[config.mk]
export PLATFORM = sky130hd
export DESIGN_NAME = imem_loader
export DESIGN_NICKNAME = d
export VERILOG_FILES = /design/src/rtl/processor_pkg.sv /design/src/rtl/imem_loader_byte_packer.sv /design/src/rtl/imem_loader.sv
export SDC_FILE = /design/constraint.sdc
export NUM_CORES = 1
export LEC_CHECK = 0
export ABC_AREA = 1
export CAP_MARGIN = 20
export CELL_PAD_IN_SITES_DETAIL_PLACEMENT = 0
export CELL_PAD_IN_SITES_GLOBAL_PLACEMENT = 1
export CORE_MARGIN = 2
export CORE_UTILIZATION = 37
export DETAILED_ROUTE_END_ITERATION = 10
export GPL_TIMING_DRIVEN = 0
export PLACE_DENSITY_LB_ADDON = 0.1
export SLEW_MARGIN = 40
export SYNTH_ARGS = -nofsm -noshare
export SYNTH_HDL_FRONTEND = slang
export SYNTH_HIERARCHICAL = 1
export SYNTH_SLANG_ARGS = --single-unit
[constraint.sdc]
create_clock -name clk -period 2.5 [get_ports clk]
set_input_delay 0.5 -clock clk [delete_from_list [all_inputs] [get_ports clk]]
set_output_delay 0.5 -clock clk [all_outputs]
set_load 0.005 [all_outputs]
[src/rtl/processor_pkg.sv]
// Shared processor definitions: instruction width, opcode constants and
// the boot-time instruction-memory loader state encoding.
package processor_pkg;

  // Instruction word width used by the fetch path and the boot loader.
  localparam int INSTR_W = 32;

  // RV32I major opcodes decoded by the control unit.
  localparam logic [6:0] OP_LUI    = 7'b0110111;
  localparam logic [6:0] OP_AUIPC  = 7'b0010111;
  localparam logic [6:0] OP_JAL    = 7'b1101111;
  localparam logic [6:0] OP_JALR   = 7'b1100111;
  localparam logic [6:0] OP_BRANCH = 7'b1100011;
  localparam logic [6:0] OP_LOAD   = 7'b0000011;
  localparam logic [6:0] OP_STORE  = 7'b0100011;
  localparam logic [6:0] OP_IMM    = 7'b0010011;
  localparam logic [6:0] OP_REG    = 7'b0110011;

  // Boot loader states: two count bytes, word collection, one write
  // cycle per word, then a terminal done or error state.
  typedef enum logic [2:0] {
    S_LEN0    = 3'd0,
    S_LEN1    = 3'd1,
    S_COLLECT = 3'd2,
    S_WRITE   = 3'd3,
    S_DONE    = 3'd4,
    S_ERR     = 3'd5
  } loader_state_e;

endpackage

[src/rtl/imem_loader_byte_packer.sv]
// Little-endian byte packer: gathers four stream bytes into one 32-bit
// word. Only the first three bytes are stored; the fourth byte is passed
// straight through into bits [31:24] on the cycle it arrives, which is the
// cycle word_ready_o is high and the word must be captured.
module byte_packer
  import processor_pkg::*;
(
  input  logic               clk,
  input  logic               reset,
  input  logic               clear_i,
  input  logic               byte_valid_i,
  input  logic [7:0]         byte_data_i,
  output logic [INSTR_W-1:0] word_o,
  output logic               word_ready_o,
  output logic [1:0]         byte_idx_o
);

  logic [1:0]  byte_idx_q, byte_idx_d;
  logic [23:0] lanes_q, lanes_d;

  // Lane insert and byte index advance; a stalled source leaves both alone.
  always_comb begin
    byte_idx_d = byte_idx_q;
    lanes_d    = lanes_q;
    if (clear_i) begin
      byte_idx_d = 2'd0;
    end else if (byte_valid_i) begin
      case (byte_idx_q)
        2'd0:    lanes_d[7:0]   = byte_data_i;
        2'd1:    lanes_d[15:8]  = byte_data_i;
        2'd2:    lanes_d[23:16] = byte_data_i;
        default: lanes_d        = lanes_q;
      endcase
      byte_idx_d = byte_idx_q + 2'd1;
    end
  end

  // Packer state registers.
  always_ff @(posedge clk or posedge reset) begin
    if (reset) begin
      byte_idx_q <= 2'd0;
      lanes_q    <= 24'd0;
    end else begin
      byte_idx_q <= byte_idx_d;
      lanes_q    <= lanes_d;
    end
  end

  assign word_o       = {byte_data_i, lanes_q};
  assign word_ready_o = byte_valid_i && (byte_idx_q == 2'd3);
  assign byte_idx_o   = byte_idx_q;

endmodule

[src/rtl/imem_loader.sv]
// Boot-time instruction memory writer. Accepts a 16-bit word count and
// then that many little-endian words over a valid/ready byte stream,
// writes each word to instruction memory, and holds the processor until
// the whole image is in place.
//
// Handshake: a byte moves on a rising edge where in_valid && in_ready;
// in_ready depends on state only (never on in_valid), and the source must
// keep in_data stable while in_valid is high and in_ready is low.
module imem_loader
  import processor_pkg::*;
#(
  parameter logic [31:0] BASE_ADDR = 32'h0000_0000,
  parameter int          MAX_WORDS = 256
) (
  input  logic               clk,
  input  logic               reset,
  input  logic               restart,
  input  logic               in_valid,
  input  logic [7:0]         in_data,
  output logic               in_ready,
  output logic               IMemWrite,
  output logic [31:0]        IMemAddr,
  output logic [INSTR_W-1:0] IMemData,
  output logic               cpu_hold,
  output logic               load_done,
  output logic               load_err,
  output loader_state_e      dbg_state
);

  loader_state_e      state_q, state_d;
  logic [15:0]        count_q, count_d;
  logic [15:0]        word_idx_q, word_idx_d;
  logic [31:0]        addr_q, addr_d;
  logic [INSTR_W-1:0] data_q, data_d;

  logic               xfer;
  logic               pack_clear;
  logic               pack_valid;
  logic [INSTR_W-1:0] pack_word;
  logic               pack_ready;
  logic [1:0]         pack_idx;
  logic [15:0]        full_count;
  logic [15:0]        word_idx_inc;

  assign xfer         = in_valid && in_ready;
  assign full_count   = {in_data, count_q[7:0]};
  assign word_idx_inc = word_idx_q + 16'd1;

  byte_packer u_packer (
    .clk          (clk),
    .reset        (reset),
    .clear_i      (pack_clear),
    .byte_valid_i (pack_valid),
    .byte_data_i  (in_data),
    .word_o       (pack_word),
    .word_ready_o (pack_ready),
    .byte_idx_o   (pack_idx)
  );

  // Next-state, counters and Moore outputs of the loader FSM.
  always_comb begin
    state_d    = state_q;
    count_d    = count_q;
    word_idx_d = word_idx_q;
    addr_d     = addr_q;
    data_d     = data_q;
    pack_clear = 1'b0;
    pack_valid = 1'b0;
    in_ready   = 1'b0;
    IMemWrite  = 1'b0;
    cpu_hold   = 1'b1;
    load_done  = 1'b0;
    load_err   = 1'b0;
    case (state_q)
      S_LEN0: begin
        in_ready = 1'b1;
        if (xfer) begin
          count_d[7:0] = in_data;
          state_d      = S_LEN1;
        end
      end
      S_LEN1: begin
        in_ready = 1'b1;
        if (xfer) begin
          count_d[15:8] = in_data;
          if (full_count == 16'd0) begin
            state_d = S_DONE;
          end else if (full_count > 16'(MAX_WORDS)) begin
            state_d = S_ERR;
          end else begin
            state_d    = S_COLLECT;
            word_idx_d = 16'd0;
            pack_clear = 1'b1;
          end
        end
      end
      S_COLLECT: begin
        in_ready   = 1'b1;
        pack_valid = xfer;
        if (pack_ready) begin
          data_d  = pack_word;
          addr_d  = BASE_ADDR + {14'd0, word_idx_q, 2'b00};
          state_d = S_WRITE;
        end
      end
      S_WRITE: begin
        IMemWrite  = 1'b1;
        word_idx_d = word_idx_inc;
        pack_clear = 1'b1;
        if (word_idx_inc == count_q) begin
          state_d = S_DONE;
        end else begin
          state_d = S_COLLECT;
        end
      end
      S_DONE: begin
        cpu_hold  = 1'b0;
        load_done = 1'b1;
        if (restart) begin
          state_d    = S_LEN0;
          addr_d     = BASE_ADDR;
          count_d    = 16'd0;
          word_idx_d = 16'd0;
          pack_clear = 1'b1;
        end
      end
      S_ERR: begin
        load_err = 1'b1;
        if (restart) begin
          state_d    = S_LEN0;
          addr_d     = BASE_ADDR;
          count_d    = 16'd0;
          word_idx_d = 16'd0;
          pack_clear = 1'b1;
        end
      end
      default: begin
        state_d = S_LEN0;
      end
    endcase
  end

  // Loader state, counters and write-port registers.
  always_ff @(posedge clk or posedge reset) begin
    if (reset) begin
      state_q    <= S_LEN0;
      count_q    <= 16'd0;
      word_idx_q <= 16'd0;
      addr_q     <= BASE_ADDR;
      data_q     <= '0;
    end else begin
      state_q    <= state_d;
      count_q    <= count_d;
      word_idx_q <= word_idx_d;
      addr_q     <= addr_d;
      data_q     <= data_d;
    end
  end

  assign IMemAddr  = addr_q;
  assign IMemData  = data_q;
  assign dbg_state = state_q;

endmodule

# Word-level counts from Yosys, hierarchy flattened
# Cells that the tools add are included.
# word_totals
in_bits	12
ff_bits	125
out_inout_bits	72
elab_cells	82
# classes
n_lt_le_gt_ge	1
n_mux	32
eq_ne	15
addsub	2
bitwise_logic	1
reduce_logical	21
# ops
op	count
2-to-1 mux 16 bit	4
2-to-1 mux 32 bit	2
case mux 32 bit (2 select lines)	1
case mux 16 bit (3 select lines)	1
case mux 8 bit (2 select lines)	2
2-to-1 mux 3 bit	7
AND reduction 3 bit	6
adder 16 x 1 -> 16 bit (second input constant)	1
equality test 16 bit	1
greater-than comparator 16 x 9 -> 1 bit (second input constant)	1
logical NOT 16 bit	1
case mux 3 bit (5 select lines)	1
2-to-1 mux 1 bit	10
inequality test 2 bit (second input constant)	5
2-to-1 mux 8 bit	1
nonzero test 2 bit	4
equality test 3 x 2 -> 1 bit (second input constant)	2
equality test 3 bit (second input constant)	2
AND reduction 5 bit	1
equality test 2 bit (second input constant)	2
2-to-1 mux 2 bit	2
AND reduction 4 bit	1
equality test 3 x 1 -> 1 bit (second input constant)	1
logical NOT 3 bit	1
other kinds (11)	12

# Depth between registers and ports, before layout
# Gate-level depths: netlist of run 1.
# logic_depth
depth_word	8
ltp_mapped	21
depth_no_buf	17

# Cells and area by module
# Netlist of run 1, hierarchy kept.
# modules_own_cells
mod	area_each_um2	seq_area_each_um2	n_inst	cells_each
imem_loader	4479.3	2077.0	1	525
byte_packer	1219.9	650.6	1	135

# Worst setup path before layout of run 1
# OpenSTA, ideal clock, no wires.
# synth_path
kind	register to register
startpoint	register state_q[2] (netlist: dbg_state[2])
endpoint	register u_packer.byte_idx_q[0] (netlist: u_packer/byte_idx_o[0])
t_required_ns	2.383
setup_time_ns	0.117
arrival_ns	2.597
path_buffers	5
path_stages_with_launch	22
slack_ns	-0.214
synth_period_minus_slack_ns	2.714
cell_sequence	dfrtp_1 -> nor2_4 -> inv_2 -> nor2_4 -> inv_2 -> nor2_1 -> buf_4 -> buf_6 -> nand2_1 -> inv_1 -> nor2_1 -> inv_2 -> nand4_4 -> nor2_2 -> nand3_2 -> inv_2 -> buf_6 -> inv_1 -> buf_4 -> buf_2 -> nand3_1 -> nand2_1
# synth_between
elab_cells_between_ends	15
cone_classes	eq/ne: 5; mux: 5; reduce/logical: 5
# synth_rtl
item	line	rtl
start, declared	imem_loader.sv:30	loader_state_e state_q, state_d;
start signal, assigned	imem_loader.sv:152	state_q <= state_d;
equality test 3 x 1 -> 1 bit, or another cell as far along	imem_loader.sv:74	case (state_q)
OR reduction 3 bit (no line)	--	
2-to-1 mux 1 bit	imem_loader.sv:74	
logical AND 1 bit	imem_loader.sv:45	assign xfer = in_valid && in_ready;
2-to-1 mux 1 bit *	imem_loader.sv:74	
via pack_valid	imem_loader.sv:38	logic pack_valid;
nonzero test 2 bit (no line) *	--	
end signal, assigned	imem_loader_byte_packer.sv:44	byte_idx_q <= byte_idx_d;
end, declared	imem_loader_byte_packer.sv:18	logic [1:0] byte_idx_q, byte_idx_d;
# The timed path passes the listed nets; every way through them passes the cells marked *.
# A chain may end at the register's enable or synchronous reset.

# Worst setup path in the final report of run 1
# layout_path
startpoint	input port in_data[1]
endpoint	register u_packer.lanes_q[6]
# layout_between
elab_chain_len	7
elab_cells_between_ends	8
cone_classes	order compare: 1; mux: 4; bitwise: 1; reduce/logical: 2
# layout_lines
item	line	rtl
start, declared	imem_loader.sv:19	input logic [7:0] in_data,
greater-than comparator 16 x 9 -> 1 bit	imem_loader.sv:88	end else if (full_count > 16'(MAX_WORDS)) begin
2-to-1 mux 1 bit	imem_loader.sv:88	
2-to-1 mux 1 bit *	imem_loader.sv:86	if (full_count == 16'd0) begin
2-to-1 mux 1 bit *	imem_loader.sv:84	if (xfer) begin
case mux 1 bit (3 select lines) *	imem_loader.sv:74	
via pack_clear	imem_loader.sv:37	logic pack_clear;
NOT 1 bit (no line) *	--	
AND reduction 3 bit (no line) *	--	
end signal, assigned	imem_loader_byte_packer.sv:45	lanes_q <= lanes_d;
end, declared	imem_loader_byte_packer.sv:19	logic [23:0] lanes_q, lanes_d;
# Marks and branches as above.

==> results of run 1 <==
[flip-flops by register name, summed over array words and instances, names as in the netlist]
register / count
count_q: 16
u_packer/byte_idx_o: 2
IMemData: 32
u_packer/lanes_q: 24
IMemAddr: 16
word_idx_q: 16
dbg_state: 3
[critical path: stages]
cell and delay (ns):
clkdlybuf4s50_1 0.68, nor3_1 0.31, o21a_1 0.22, nand2_1 0.07, nand2_1 0.11, nand3_4 0.11, inv_6 0.07, buf_12 0.10
inv_4 0.03, buf_6 0.14, buf_6 0.14, nand4_1 0.08, nand2_1 0.07
[cells by family after synthesis]
logic type               Yosys count  share of synthesized area
other                              1                   0.000658
AND/OR/NAND/NOR                  325                      0.267
multiplexers                      32                     0.0632
XOR/XNOR                           3                    0.00703
flip-flops                       109                      0.479
AO/OA/AOI/OAI                     58                     0.0613
buffers and inverters            127                      0.111
adder cells (fa/ha/maj)            5                     0.0110
[routing by layer]
layer | vias to the layer above | wire length, um | GRT usage | part of all wire
met5 | - | 0 | 0 | 0
met4 | 0 | 103 | 0.0440 | 0.0070
met3 | 6 | 651 | 0.0472 | 0.045
met2 | 88 | 7590 | 0.340 | 0.52
met1 | 2195 | 6290 | 0.231 | 0.43
li1 | 2349 | - | - | -
[synth_stat cells, drive strengths merged]
cell type,number
a22o,1
nand4,36
mux2,32
dfrtp,109
nor4,1
ha,5
nand2,162
xor2,1
conb,1
a21oi,11
nor2,44
xnor3,1
o21ai,41
xnor2,1
clkbuf,5
buf,41
o31ai,1
a211oi,1
nand3,76
a22oi,1
o21a,1
inv,81
o211ai,1
nor3,6
[cells in the final DEF, fill, tap and decap left out, drive strengths merged]
cell type        n
a211oi           1
a21oi           11
a22o             1
a22oi            1
buf             59
bufinv           2
clkbuf          16
clkdlybuf4s50   60
clkinv           2
clkinvlp         2
conb            16
dfrtp          109
dlygate4sd2      1
dlymetal6s2s     6
ha               5
inv             80
mux2            32
nand2          162
nand3           76
nand4           36
nor2            44
nor3             6
nor4             1
o211ai           1
o21a             1
o21ai           41
o31ai            1
xnor2            1
xnor3            1
xor2             1
[worst paths after layout]
path | slack [ns] | start | to
worst max-delay path | 0.09 | in_data[1] | u_packer/lanes_q[6]
worst min-delay path | 0.48 | u_packer/lanes_q[14] | u_packer/lanes_q[14]
worst max register to register | 0.18 | dbg_state[1] | u_packer/lanes_q[22]
worst min register to register | 0.48 | u_packer/lanes_q[14] | u_packer/lanes_q[14]
max in group asynchronous | 1.34 | reset | IMemAddr[14]
min in group asynchronous | 0.51 | reset | IMemData[12]
[what timing repair did]
item | in CTS | in global routing
pin swaps | 4 | 4
hold endpoints to repair | 0 | 0
setup endpoints to repair | 54 | 44
buffers inserted | 14 | 2
resized for setup | 11 | 10
[power groups by stage]
| stage | Sequential, mW | Combinational, mW | Clock (mW) |
|---|---|---|---|
| 2_1_floorplan | 2.12 | 1.32 | 0 |
| 3_3_place_gp | 2.15 | 1.80 | 0 |
| 3_5_place_dp | 2.15 | 1.83 | 0 |
| 4_1_cts | 2.10 | 2.09 | 1.59 |
| 5_1_grt | 2.13 | 2.32 | 1.66 |
| 6_report | 2.10 | 2.10 | 1.54 |
[per-stage QoR]
| step | setup slack (ns) | hold WS, ns | utilization | std cells | power, mW |
|---|---|---|---|---|---|
| 6_report | 0.0909 | 0.477 | 0.481 | 964 | 5.74 |
| 5_1_grt | 0.0235 | 0.500 | 0.481 | 964 | 6.11 |
| 4_1_cts | 0.00566 | 0.481 | 0.479 | 963 | 5.78 |
| 3_5_place_dp | -0.746 | 0.465 | 0.448 | 933 | 3.99 |
| 3_3_place_gp | -0.728 | 0.453 | 0.443 | 930 | 3.95 |
| 2_1_floorplan | -0.0449 | 0.438 | - | 675 | 3.44 |
[layout make-up]
type | count | area, um2
clock buffers | 11 | 233
repair buffers | 86 | 877
clock inverters | 5 | 85.1
plain buffers | 45 | 358
inverters | 81 | 318
fillers | 1474 | 7860
flip-flops and latches | 109 | 2730
well taps | 188 | 235
multi-input cells | 439 | 2450
==> summary.txt, run 1 <==
Global routing
  – Tot GR Track Use: 0.190
  – Pin count of the biggest net entering global routing: 27
  – Initial antenna violation count: 0
  – Final global-route overflow total: 0
  – Vias in the first global route: 4667
  – First-pass GRT wire length: 24000 um

CTS
  – CTS tree: built
  – Max clock buf depth: 2
  – Clk slew on worst S/H paths: 0.07 ns
  – H-tree depth: 3
  – CTS hold repair buffers: 0
  – Clk_lat worst skew: 0.35 ns
  – Total CTS buffers: 9
  – Root buffer cell: clkbuf_16
  – Clk sinks: 109

Floorplan
  – Initial Utilization: 0.376
  – Num ports: 84
  – Die area: 16400 um2
  – Die X: 128 um
  – Die Span Y: 128 um
  – Core area: roughly 15000 um2
  – Rows: 45

Power and ir drop
  – Part of the power in registers: 0.366
  – Switching pwr: just over 2 mW
  – Switching share of power: 0.355
  – Areal power density over the cells: 787 nW/um2
  – Clock share of power: 0.268
  – Comb power frac: 0.367
  – Internal power: 3.70 mW
  – Leak pwr: 3.59 nW
  – Maximum vdd drop: 447 uV

Yosys
  – Mapped Area: 5700 um2
  – Mapped Cells: 660
  – Synth Warn #: 6
  – Cell taking the most area after synthesis: dfrtp_1
  – Synth Register Bits: roughly 110
  – Post-synth top area share: 0.479
  – Sequential share of the synthesized area: 0.479
  – Area contributors post-synth: dfrtp_1 48%, nand2_1 11%, nand3_1 6.6%
  – Yosys cell types: 38
  – Synthesized area per cell: 8.64 um2

Hold path
  – Hold-critical path depth: 2
  – Hold Crit Class: flop to flop

Critical path
  – Crit path max fanout: 10
  – CP Capture Type: flop
  – Setup crit start kind: input port
  – Crit path required time: about 2.7 ns
  – Reg2Reg Depth: 20
  – WS Path Type: input port to flop
  – WP data arrival: between 2 and 3 ns

Place
  – Gpl congestion: just over 0.8
  – Port bufs: 67
  – Placement Cell Area: 6780 um2
  – Detailed-placement wirelength estimate: around 11000 um

Run status
  – Outcome: completed

Cells and area
  – Share of post-route cells with drive strength above 1: 0.200
  – Post-route cell area: 7290 um2
  – Layout Nets: 788
  – N_diodes: 0
  – Area Growth Syn to Fin: 27.9%

Job
  – Maxcap violations: 0

Routing
  – Vias per inst: 4.81
  – DRC Markers: 0
  – Vias: 4638
  – Avg WL per Cell: 15.2 um
  – DRT Wirelength: 14600 um
  – Initial DRT Pass Iterations: 4
  – Starting DRT DRC Count: between 200 and 300
  – ANT nets after route: 0

STA
  – Setup TNS: 0 ns
  – Clock period minus final worst setup slack: 2.41 ns
  – Fmax: about 0.42 GHz
  – Worst rel slew slack: 0.571
  – Worst slew pin tran: 0.640 ns
  – RSZ-0062 raised after global routing: no
  – Final hold viol count: 0
  – Tcrit/Tclk final: 0.964
  – Final setup vio count: 0
  – Final Slew Violations: 0
  – Skew final: 0.00599 ns
Note: power is estimated with default switching activity, not from simulation.
==> inputs of run 2 (changes only) <==
--- a/config.mk
+++ b/config.mk
@@ -13,6 +13,7 @@
 export CORE_UTILIZATION = 37
 export DETAILED_ROUTE_END_ITERATION = 10
 export GPL_TIMING_DRIVEN = 0
+export MAX_ROUTING_LAYER = met4
 export PLACE_DENSITY_LB_ADDON = 0.1
 export SLEW_MARGIN = 40
 export SYNTH_ARGS = -nofsm -noshare
==> constraint.sdc (replaced) <==
create_clock -name clk -period 2.5 [get_ports clk]
set_input_delay 0.5 -clock clk [delete_from_list [all_inputs] [get_ports clk]]
set_output_delay 0.5 -clock clk [all_outputs]
set_load 0.02 [all_outputs]
==> run 2 against run 1 <==
Effect of this change:
- clock skew is 0.0037 ns higher
- routed wire length is 1.3% higher
- via count is 0.32% lower
- die area stayed put
- utilization is 0.34 points lower
- worst hold slack worse by 0.0031 ns
- global-route usage is 0.52 points higher
- critical path type is now flop to output pin
- highest routed layer unchanged
==> summary.txt, run 2 (synthesis gave the netlist of run 1 again) <==
Routing
  – Avg WL per Cell: 15.4 um (+1.3%)
  – DRT Wirelength: 14800 um (+1.3%)
  – ANT nets after route: 0 (unchanged)
  – Vias per inst: 4.80 (-0.32%)
  – Initial DRT Pass Iterations: 4 (unchanged)
  – DRC Markers: 0 (unchanged)
  – Starting DRT DRC Count: 269 (-3.6%)
  – Vias: 4623 (-0.32%)

Cells and area
  – Area Growth Syn to Fin: 27.0%
  – Filler Cell Count: 1484 (+0.68%)
  – Fin cells: 964 (unchanged)
  – N_diodes: 0 (unchanged)
  – Number of flip-flops in the largest register: 32 (unchanged)
  – Commonest non-fill, non-tap cell in the layout: nand2_1
  – Commonest non-fill, non-tap cells in the layout: 160 x nand2_1, 106 x dfrtp_1, 73 x nand3_1
  – Layout Nets: 788 (unchanged)
  – Share of post-route cells with drive strength above 1: 0.202 (+0.00258)

Floorplan
  – Initial Utilization: 0.376 (unchanged)
  – Die area: 16400 um2 (unchanged)
  – Rows: 45 (unchanged)
  – Num ports: 84 (unchanged)
  – Die Span Y: 128 um (unchanged)
  – Core area: 15100 um2 (unchanged)
  – Die X: 128 um (unchanged)

CTS
  – Root buffer cell: clkbuf_16
  – Total CTS buffers: 9 (unchanged)
  – H-tree depth: 3 (unchanged)
  – Clk slew on worst S/H paths: 0.07 ns (about the same)
  – CTS tree: built
  – Clk_lat worst skew: 0.37 ns (+0.02 ns)
  – Max clock buf depth: 2 (unchanged)
  – Clk sinks: 109 (unchanged)

Critical path
  – CP Launch Point: dbg_state[1]
  – Critical Path End: load_err
  – R2r setup slk: 0.17 ns (about the same)
  – Crit path max fanout: 8 (-2)
  – Worst r2r dst: u_packer/lanes_q[1]
  – Worst r2r src: dbg_state[0]
  – Reg2Reg Depth: 20 (unchanged)
  – WS Path Type: flop to output pin
  – Setup crit start kind: flop
  – CP Capture Type: output pin
  – WP data arrival: 1.90 ns (-0.75 ns)
  – Crit path required time: 2.00 ns (-0.74 ns)

Place
  – Port bufs: 67 (unchanged)
  – Gpl congestion: 0.802 (-0.80%)
  – Placed instance count: 933 (unchanged)
  – Detailed-placement wirelength estimate: 11000 um (+1.8%)

STA
  – Clock period minus final worst setup slack: 2.40 ns (-0.00988 ns)
  – Worst slew pin tran: 0.644 ns (+0.00420 ns)
  – Skew final: 0.00972 ns (+0.00373 ns)
  – Fmax: 0.417 GHz (+0.41%)
  – Final Slew Violations: 0 (unchanged)
  – Worst rel slew slack: 0.569 (-0.00281)
  – Tcrit/Tclk final: 0.960 (-0.00395)
  – Final setup vio count: 0 (unchanged)
  – Final hold viol count: 0 (unchanged)

Job
  – Maxcap violations: 0 (unchanged)

Hold path
  – Hold Crit Class: flop to flop

Power and ir drop
  – Pwr Total: 5.67 mW (-1.2%)
  – Areal power density over the cells: 784 nW/um2 (-0.45%)
  – Leak pwr: 3.60 nW (+0.22%)
  – Maximum vdd drop: 302 uV (-32%)

Run status
  – Outcome: completed

Global routing
  – Tot GR Track Use: 0.195 (+0.00518)
  – Initial antenna violation count: 0 (unchanged)
  – Pin count of the biggest net entering global routing: 27 (unchanged)
  – Final global-route overflow total: 0 (unchanged)
  – First-pass GRT wire length: 24000 um (-0.12%)
  – Vias in the first global route: 4691 (+0.51%)
## run 2: repair_timing
action / CTS / global route
hold buffers: 0 / 0
endpoints found under the setup margin: 56 / 27
resized for setup: 11 / 9
pin swaps: 4 / 1
setup buffers: 13 / 3
## run 2: through the flow
step / util / instance area (um2) / TNS, ns / hold WS (ns) / setup slack [ns]
floorplan: - / 5810 / -1.73 / 0.438 / -0.0896
CTS: 0.475 / 7190 / 0 / 0.480 / 0.0156
detailed placement: 0.448 / 6790 / -28.17 / 0.459 / -0.792
global route: 0.478 / 7240 / -0.00116 / 0.503 / -0.00116
finish: 0.478 / 7240 / 0 / 0.473 / 0.101
global placement: 0.444 / 6720 / -24.82 / 0.455 / -0.726
## run 2: power breakdown
group          internal (mW)  switching, mW
Sequential              1.97          0.126
Clock                  0.702          0.730
Combinational          0.821           1.32
## run 2: cell type report
type | count | area, um2 | area share
Buffer | 45 | 355 | 0.0491
Clock buffer | 9 | 225 | 0.0311
Clock inverter | 7 | 63.8 | 0.00882
Inverter | 81 | 318 | 0.0439
Multi-Input combinational cell | 439 | 2440 | 0.337
Sequential cell | 109 | 2730 | 0.377
Tap cell | 188 | 235 | 0.0325
Timing Repair Buffer | 86 | 868 | 0.120
## run 2: how the worst min path moves through the flow
stage	from	endpoint	slack (ns)	depth (start not counted)
after CTS	u_packer/lanes_q[9]	u_packer/lanes_q[9]	0.48	2
after global placement	u_packer/lanes_q[5]	u_packer/lanes_q[5]	0.45	2
after floorplan	u_packer/lanes_q[0]	u_packer/lanes_q[0]	0.44	2
final	u_packer/lanes_q[2]	u_packer/lanes_q[2]	0.47	2
after detailed placement	u_packer/lanes_q[9]	u_packer/lanes_q[9]	0.46	2
after global routing	u_packer/lanes_q[23]	u_packer/lanes_q[23]	0.50	2
## run 2: critical path, stage by stage (launching register included)
cell             delay [ns]
dfrtp_2                0.42
buf_8                  0.12
buf_4                  0.17
nor3_1                 0.19
clkdlybuf4s50_1        0.63
## run 2: routing by layer
layer / track usage / routed length [um]
met1: 0.237 / 6560
met2: 0.337 / 7590
met3: 0.0225 / 449
met4: 0.0685 / 209
met5: - / 0
==> inputs of run 3 (changes only) <==
--- a/config.mk
+++ b/config.mk
@@ -11,6 +11,7 @@
 export CELL_PAD_IN_SITES_GLOBAL_PLACEMENT = 1
 export CORE_MARGIN = 2
 export CORE_UTILIZATION = 37
+export CTS_CLUSTER_DIAMETER = 60
 export DETAILED_ROUTE_END_ITERATION = 10
 export GPL_TIMING_DRIVEN = 0
 export MAX_ROUTING_LAYER = met4
==> results of run 3 <==
Same layout as run 2: the final DEF is identical, and so are final timing and power.
